--- config.mk ---
export PLATFORM = sky130hd
export DESIGN_NAME = bram_port_arbiter
export DESIGN_NICKNAME = d
export VERILOG_FILES = /design/src/rtl/bram_port_arbiter.sv
export SDC_FILE = /design/constraint.sdc
export NUM_CORES = 1
export LEC_CHECK = 0
export ABC_AREA = 1
export CORE_MARGIN = 2
export CORE_UTILIZATION = 32
export DETAILED_ROUTE_END_ITERATION = 16
export PLACE_DENSITY = 0.78
export RECOVER_POWER = 100
export SLEW_MARGIN = 20
export SYNTH_ARGS = -nofsm -noshare
export SYNTH_HDL_FRONTEND = slang
export SYNTH_SLANG_ARGS = --single-unit
--- constraint.sdc ---
create_clock -name clk -period 1 [get_ports clk]
set_input_delay 0.2 -clock clk [delete_from_list [all_inputs] [get_ports clk]]
set_output_delay 0.2 -clock clk [all_outputs]
set_load 0.01 [all_outputs]
--- src/rtl/bram_port_arbiter.sv ---
// bram_port_arbiter: two-requester arbiter and two-stage sequencer for one
// port of a byte-write, read-first BRAM with 1-cycle registered read data.
// The winning command is registered, drives the RAM in the next cycle, and the
// RAM output is routed back to the issuing requester one cycle after that.
//
// Build option: define BRAM_ARB_ROUND_ROBIN_EN for round-robin arbitration
// with a MAX_BURST limit. Without it, requester 0 has fixed priority and
// MAX_BURST has no effect.
module bram_port_arbiter #(
    parameter int unsigned NUM_COL    = 4,
    parameter int unsigned COL_WIDTH  = 8,
    parameter int unsigned ADDR_WIDTH = 10,
    parameter int unsigned DATA_WIDTH = NUM_COL * COL_WIDTH,
    parameter int unsigned MAX_BURST  = 4
) (
    input  logic                    clk,
    input  logic                    rst,
    // Requester side
    input  logic [1:0]              req_valid,
    output logic [1:0]              req_ready,
    input  logic [2*NUM_COL-1:0]    req_wen,
    input  logic [2*ADDR_WIDTH-1:0] req_addr,
    input  logic [2*DATA_WIDTH-1:0] req_wdata,
    output logic [1:0]              rsp_valid,
    output logic [DATA_WIDTH-1:0]   rsp_rdata,
    // RAM side
    output logic                    ram_en,
    output logic [NUM_COL-1:0]      ram_wen,
    output logic [ADDR_WIDTH-1:0]   ram_addr,
    output logic [DATA_WIDTH-1:0]   ram_din,
    input  logic [DATA_WIDTH-1:0]   ram_dout
);

    logic [1:0] grant;
    logic       xfer;
    logic       sel_id;

    // Ready is never raised while reset is asserted, so no transfer can occur.
    assign req_ready = rst ? 2'b00 : grant;
    assign xfer      = |req_ready;
    assign sel_id    = req_ready[1];

`ifdef BRAM_ARB_ROUND_ROBIN_EN
    localparam int unsigned CntW = $clog2(MAX_BURST + 1);
    localparam logic [CntW-1:0] MaxCnt = CntW'(MAX_BURST);

    logic            owner_q, owner_d;
    logic [CntW-1:0] burst_cnt_q, burst_cnt_d;
    logic            keep_owner;

    // A count of zero only exists straight after reset: the owner has not
    // actually been granted yet, so a tie goes to the other side (requester 0).
    assign keep_owner = (burst_cnt_q != '0) && (burst_cnt_q < MaxCnt);

    // Grant selection: round-robin with burst limit on ties.
    always_comb begin
        grant = 2'b00;
        unique case (req_valid)
            2'b01:   grant = 2'b01;
            2'b10:   grant = 2'b10;
            2'b11: begin
                if (keep_owner) grant = owner_q ? 2'b10 : 2'b01;
                else            grant = owner_q ? 2'b01 : 2'b10;
            end
            default: grant = 2'b00;
        endcase
    end

    // Owner/burst update on each transfer; saturating count for the owner.
    always_comb begin
        owner_d     = owner_q;
        burst_cnt_d = burst_cnt_q;
        if (xfer) begin
            if (sel_id == owner_q) begin
                if (burst_cnt_q != MaxCnt) burst_cnt_d = burst_cnt_q + 1'b1;
            end else begin
                owner_d     = sel_id;
                burst_cnt_d = CntW'(1);
            end
        end
    end

    // Arbiter state registers.
    always_ff @(posedge clk) begin
        if (rst) begin
            owner_q     <= 1'b1;
            burst_cnt_q <= '0;
        end else begin
            owner_q     <= owner_d;
            burst_cnt_q <= burst_cnt_d;
        end
    end
`else
    // MAX_BURST has no role under fixed priority.
    logic unused_max_burst;
    assign unused_max_burst = (MAX_BURST == 0);

    // Grant selection: requester 0 always wins when valid.
    always_comb begin
        grant    = 2'b00;
        grant[0] = req_valid[0];
        grant[1] = req_valid[1] & ~req_valid[0];
    end
`endif

    // Command stage registers.
    logic                  cmd_vld_q, cmd_vld_d;
    logic                  cmd_id_q, cmd_id_d;
    logic [NUM_COL-1:0]    cmd_wen_q, cmd_wen_d;
    logic [ADDR_WIDTH-1:0] cmd_addr_q, cmd_addr_d;
    logic [DATA_WIDTH-1:0] cmd_wdata_q, cmd_wdata_d;

    // Response stage registers.
    logic rsp_vld_q, rsp_vld_d;
    logic rsp_id_q, rsp_id_d;

    logic [NUM_COL-1:0]    sel_wen;
    logic [ADDR_WIDTH-1:0] sel_addr;
    logic [DATA_WIDTH-1:0] sel_wdata;

    // Payload of the granted requester.
    always_comb begin
        sel_wen   = sel_id ? req_wen[2*NUM_COL-1:NUM_COL]          : req_wen[NUM_COL-1:0];
        sel_addr  = sel_id ? req_addr[2*ADDR_WIDTH-1:ADDR_WIDTH]   : req_addr[ADDR_WIDTH-1:0];
        sel_wdata = sel_id ? req_wdata[2*DATA_WIDTH-1:DATA_WIDTH]  : req_wdata[DATA_WIDTH-1:0];
    end

    // Next state of both pipeline stages; address/data hold when idle.
    always_comb begin
        cmd_vld_d   = xfer;
        cmd_id_d    = sel_id;
        cmd_wen_d   = cmd_wen_q;
        cmd_addr_d  = cmd_addr_q;
        cmd_wdata_d = cmd_wdata_q;
        if (xfer) begin
            cmd_wen_d   = sel_wen;
            cmd_addr_d  = sel_addr;
            cmd_wdata_d = sel_wdata;
        end
        rsp_vld_d = cmd_vld_q;
        rsp_id_d  = cmd_id_q;
    end

    // Pipeline registers, cleared by reset so in-flight commands are dropped.
    always_ff @(posedge clk) begin
        if (rst) begin
            cmd_vld_q   <= 1'b0;
            cmd_id_q    <= 1'b0;
            cmd_wen_q   <= '0;
            cmd_addr_q  <= '0;
            cmd_wdata_q <= '0;
            rsp_vld_q   <= 1'b0;
            rsp_id_q    <= 1'b0;
        end else begin
            cmd_vld_q   <= cmd_vld_d;
            cmd_id_q    <= cmd_id_d;
            cmd_wen_q   <= cmd_wen_d;
            cmd_addr_q  <= cmd_addr_d;
            cmd_wdata_q <= cmd_wdata_d;
            rsp_vld_q   <= rsp_vld_d;
            rsp_id_q    <= rsp_id_d;
        end
    end

    logic rsp_fire;

    // RAM drive and response routing; gating with rst keeps a command that is
    // in flight when reset arrives from writing or responding.
    always_comb begin
        ram_en    = cmd_vld_q & ~rst;
        ram_wen   = ram_en ? cmd_wen_q : '0;
        ram_addr  = cmd_addr_q;
        ram_din   = cmd_wdata_q;
        rsp_fire  = rsp_vld_q & ~rst;
        rsp_valid = {rsp_fire & rsp_id_q, rsp_fire & ~rsp_id_q};
        rsp_rdata = rsp_fire ? ram_dout : '0;
    end

endmodule

== After elaboration in Yosys (flattened, before gate mapping) ==
Cells that the tools add are included.

* Bits of input ports: 128
* Register bits after elaboration: 50

* Muxes and demuxes: 6
* Bitwise gates (word level): 8
* Reduce and logical (&&, ||, !) cells: 1

{| class="wikitable"
|+ Operators with widths
! cell !! count
|-
| $mux W32 || 2
|-
| $mux W10 || 1
|-
| $mux W4 || 2
|-
| $and A1 B1 Y1 || 5
|-
| $not A1 Y1 || 3
|-
| $mux W2 || 1
|-
| $reduce_or A2 Y1 || 1
|}

== Longest topological paths before layout ==
* Depth in word-level cells: 4
* Depth in mapped cells: 7

== Least setup slack after synthesis ==
Ideal clock, no wire load.

* Path type: input -> output
* Start: in rst
* End: out rsp_rdata[0]
* Data arrival time: 0.904 ns
* Cell stages on the path: 5
* Buffers on the path: 2
* Data required time: 0.800 ns
* Setup slack: -0.104 ns
* Path through: inv_2 buf_2 nand2_1 buf_2 nor2_1

* Cells in the longest elaborated chain, start to end: 3

{| class="wikitable"
|+ RTL lines
! item !! line !! text
|-
| start: declaration || 17 || <nowiki>input logic rst,</nowiki>
|-
| $not A1 Y1 || 174 || <nowiki>rsp_fire = rsp_vld_q & ~rst;</nowiki>
|-
| $and A1 B1 Y1 || 174 ||
|-
| $mux W32 || 176 || <nowiki>rsp_rdata = rsp_fire ? ram_dout : '0;</nowiki>
|-
| end: declaration || 25 || <nowiki>output logic [DATA_WIDTH-1:0] rsp_rdata,</nowiki>
|}

No other way between the ends.

== Final worst setup path ==
* Start: reg rsp_vld_q
* End: out rsp_rdata[7]

* Cells in the longest elaborated chain, start to end: 2

{| class="wikitable"
|+ RTL lines
! item !! line !! text
|-
| start: declaration || 114 || <nowiki>logic rsp_vld_q, rsp_vld_d;</nowiki>
|-
| start signal: assignment || 160 || <nowiki>rsp_vld_q <= rsp_vld_d;</nowiki>
|-
| $and A1 B1 Y1 || 174 ||
|-
| $mux W32 || 176 ||
|}

No other way between the ends.

==> metrics.md <==
| Metric | Value |
|---|---|
| Clk_lat worst skew | 290 ps |
| Clk sinks | 50 |
| Max clock buf depth | 2 |
| Ys Warns | 0 |
| Router iterations before antenna repair | 4 |
| Worst rel slew slack | 66.25% |
| GPL Wtd Cong | 0.8744 |
| Initial DRC count | 147 |
| Worst slew pin tran | 506.3 ps |
| Number of buffers created by CTS | 5 |
| Vias in the first global route | 3,681 |
| Layout area overhead | 83.48% |
| Setup WS post-layout | -353.0 ps |
| Synth top area cells | dfxtp_1 (34%), nand2_1 (18%), nand3_1 (16%) |
| Syn Area/Cell | 5.848 µm² |
| Layout cells sized above 1 | 29.31% |
| WP data required | 800 ps |
| Most common cell after layout, fill and taps aside | nand2_1 |
| Grt ovf | 0 |
| Area share of the largest cell type after synthesis | 34.23% |
| Max Cap Viol | 0 |
| Violated checks | setup timing |
| CP Cell Sequence | nand2_8, clkbuf_16, nor2_4, buf_6 |
| Most frequent cells in the layout | nand2_1 (139), clkdlybuf4s50_1 (124), nand3_1 (92), inv_1 (88), buf_2 (65) |
| CTS root buf | clkbuf_8 |
| Area occupied by multi-input gates | 0.001551 mm² |
| Finished Cell Area | 0.005365 mm² |
| Synth Instances | 500 |
| Lkg Pwr | 2.779 nW |
| Largest net degree at the start of global routing | 48 |
| Initial Utilization | 33.21% |
| Unrepaired setup endpoints after global routing | true |
| Die X | 99.59 µm |
| Die height | 99.59 µm |
| Tcrit/Tclk final | 135.3% |
| Slowest stage cell, crit path | dfxtp_4 |
| Clk slew on worst S/H paths | 80 ps |
| Antenna violations before repair | 0 |
| DR vias | 3,902 |
| Startpoint types | flip-flop |
| Port bufs | 210 |
| Nets | 840 |
| Io pins | 211 |
| Core area | 0.008806 mm² |
| First-pass GRT wire length | 17,540 µm |
| Die ar. | 0.009918 mm² |
| Crit Path Category | flip-flop to output pin |
| GRT Util Overall | 21.65% |
| Sequential Area | 0.001051 mm² |
| Placement Rows | 34 |
| Pwr per Cell Area | 940.9 mW/mm² |
| Crit path max fanout | 8 |
| WL/cell | 13.81 µm |
| Yosys reg bits | 50 |
| Dominant cell type by area after synthesis | dfxtp_1 |
| Fin. max-slew vios | 0 |
| VDD IR max | 0.5014 mV |
| Fin crit period | 1353 ps |
| Remaining DRCs | 0 |
| Sequential area share after synthesis | 34.23% |
| DRT antenna net count | 0 |
| Crit path largest cell delay | 370 ps |
| Max Freq | 739.1 MHz |
| Syn Std Cell Area | 0.002924 mm² |
| Worst Path Arrival | 1150 ps |
| Placed inst area | 0.005265 mm² |
| CTS tree | built |
| Final setup TNS | -12,100 ps |
| Worst Skew | 6.231 ps |
| Hold_buf cts | 0 |
| DP Wirelength | 8181 µm |
| # setup viols final | 44 |
| Yosys cell types | 13 |
| Htree depth | 2 |
| Final wirelength | 11,340 µm |
| Final hold vios | 0 |
| Hold Path Class | input port to flip-flop |
| Status | finished, violations left |
| Worst Setup End Kind | output pin |
| Post-synth net total | 628 |
| Filler cell count | 840 |
| ANT cells | 0 |
| Via density | 4.753 |
==> layer usage <==
metal  up-vias  share of wire, %  GRT usage, %
met5         -                 0             0
met4         0              0.81         3.793
met3        11               7.1         4.146
met2       178                53         41.58
met1      1774                39         24.99
li1       1939                 -             -
==> synth_stat cells <==
master and n:
inv_1 90, nor2_1 40, dfxtp_1 50, a21oi_1 46
inv_2 1, buf_4 6, clkbuf_1 9, buf_1 3
buf_6 2, nand2_1 142, o21ai_1 1, nand3_1 92
buf_2 18
==> stage by stage <==
stage / instances / hold WS [ps] / utilization, % / setup slack [ps] / power, mW
4_1_cts: 815 / 321.8 / 58.37 / -428.4 / 5.007
3_3_place_gp: 803 / 392.3 / 59.79 / -600.9 / 3.851
6_report: 821 / 345.2 / 60.93 / -353.0 / 5.048
3_5_place_dp: 803 / 410.6 / 59.79 / -584.9 / 3.875
5_1_grt: 821 / 356.5 / 60.93 / -417.4 / 5.340
2_1_floorplan: 500 / 388.3 / - / 0.4940 / 2.876
==> final cells by class <==
type / instances / share of cell area (%)
repair buffers: 243 / 40.86
clock inverters: 1 / 0.09328
flip-flops and latches: 50 / 19.59
inverters: 91 / 6.413
multi-input cells: 321 / 28.92
clock buffers: 7 / 1.609
well taps: 108 / 2.519
==> critical path, delay by kind of cell (launching register included) <==
kind / cells / cell delay [ps]
buffers and inverters: 2 / 300
AND/OR/NAND/NOR: 2 / 190
flip-flops: 1 / 370
==> path summary, 6_finish.rpt <==
check	startpoint	endpoint	slack (ps)	cells after the start
setup reg to reg	cmd_vld_q	rsp_vld_q	290	3
hold reg to reg	cmd_id_q	rsp_id_q	420	2
hold / removal	rst	rsp_vld_q	350	5
setup / recovery	rsp_vld_q	rsp_rdata[7]	-350	4
==> report_power, final <==
part / leakage (nW) / switching, mW / internal [mW]
Sequential: 0.426 / 0.0721 / 2.14
Clock: 0.0482 / 0.643 / 0.560
Combinational: 2.30 / 0.733 / 0.896
==> flip-flops by register name, indices dropped and copies added (netlist names) <==
register	count
rsp_vld_q	1
rsp_id_q	1
cmd_id_q	1
ram_din	32
ram_addr	10
cmd_vld_q	1
cmd_wen_q	4
==> repair_timing <==
action                                  in CTS  in global routing
setup buffers                                2                  4
pin swaps                                    1                  3
gates cloned                                 2                  2
endpoints found under the setup margin     129                101
gates resized for setup                    369                 57
==> logic make-up after synthesis <==
logic type             after synthesis  synth area share (%)
AO/OA/AOI/OAI                       47                 8.044
AND/OR/NAND/NOR                    274                 39.11
flip-flops                          50                 34.23
buffers and inverters              129                 18.61
(Power assumes the default switching activity.)
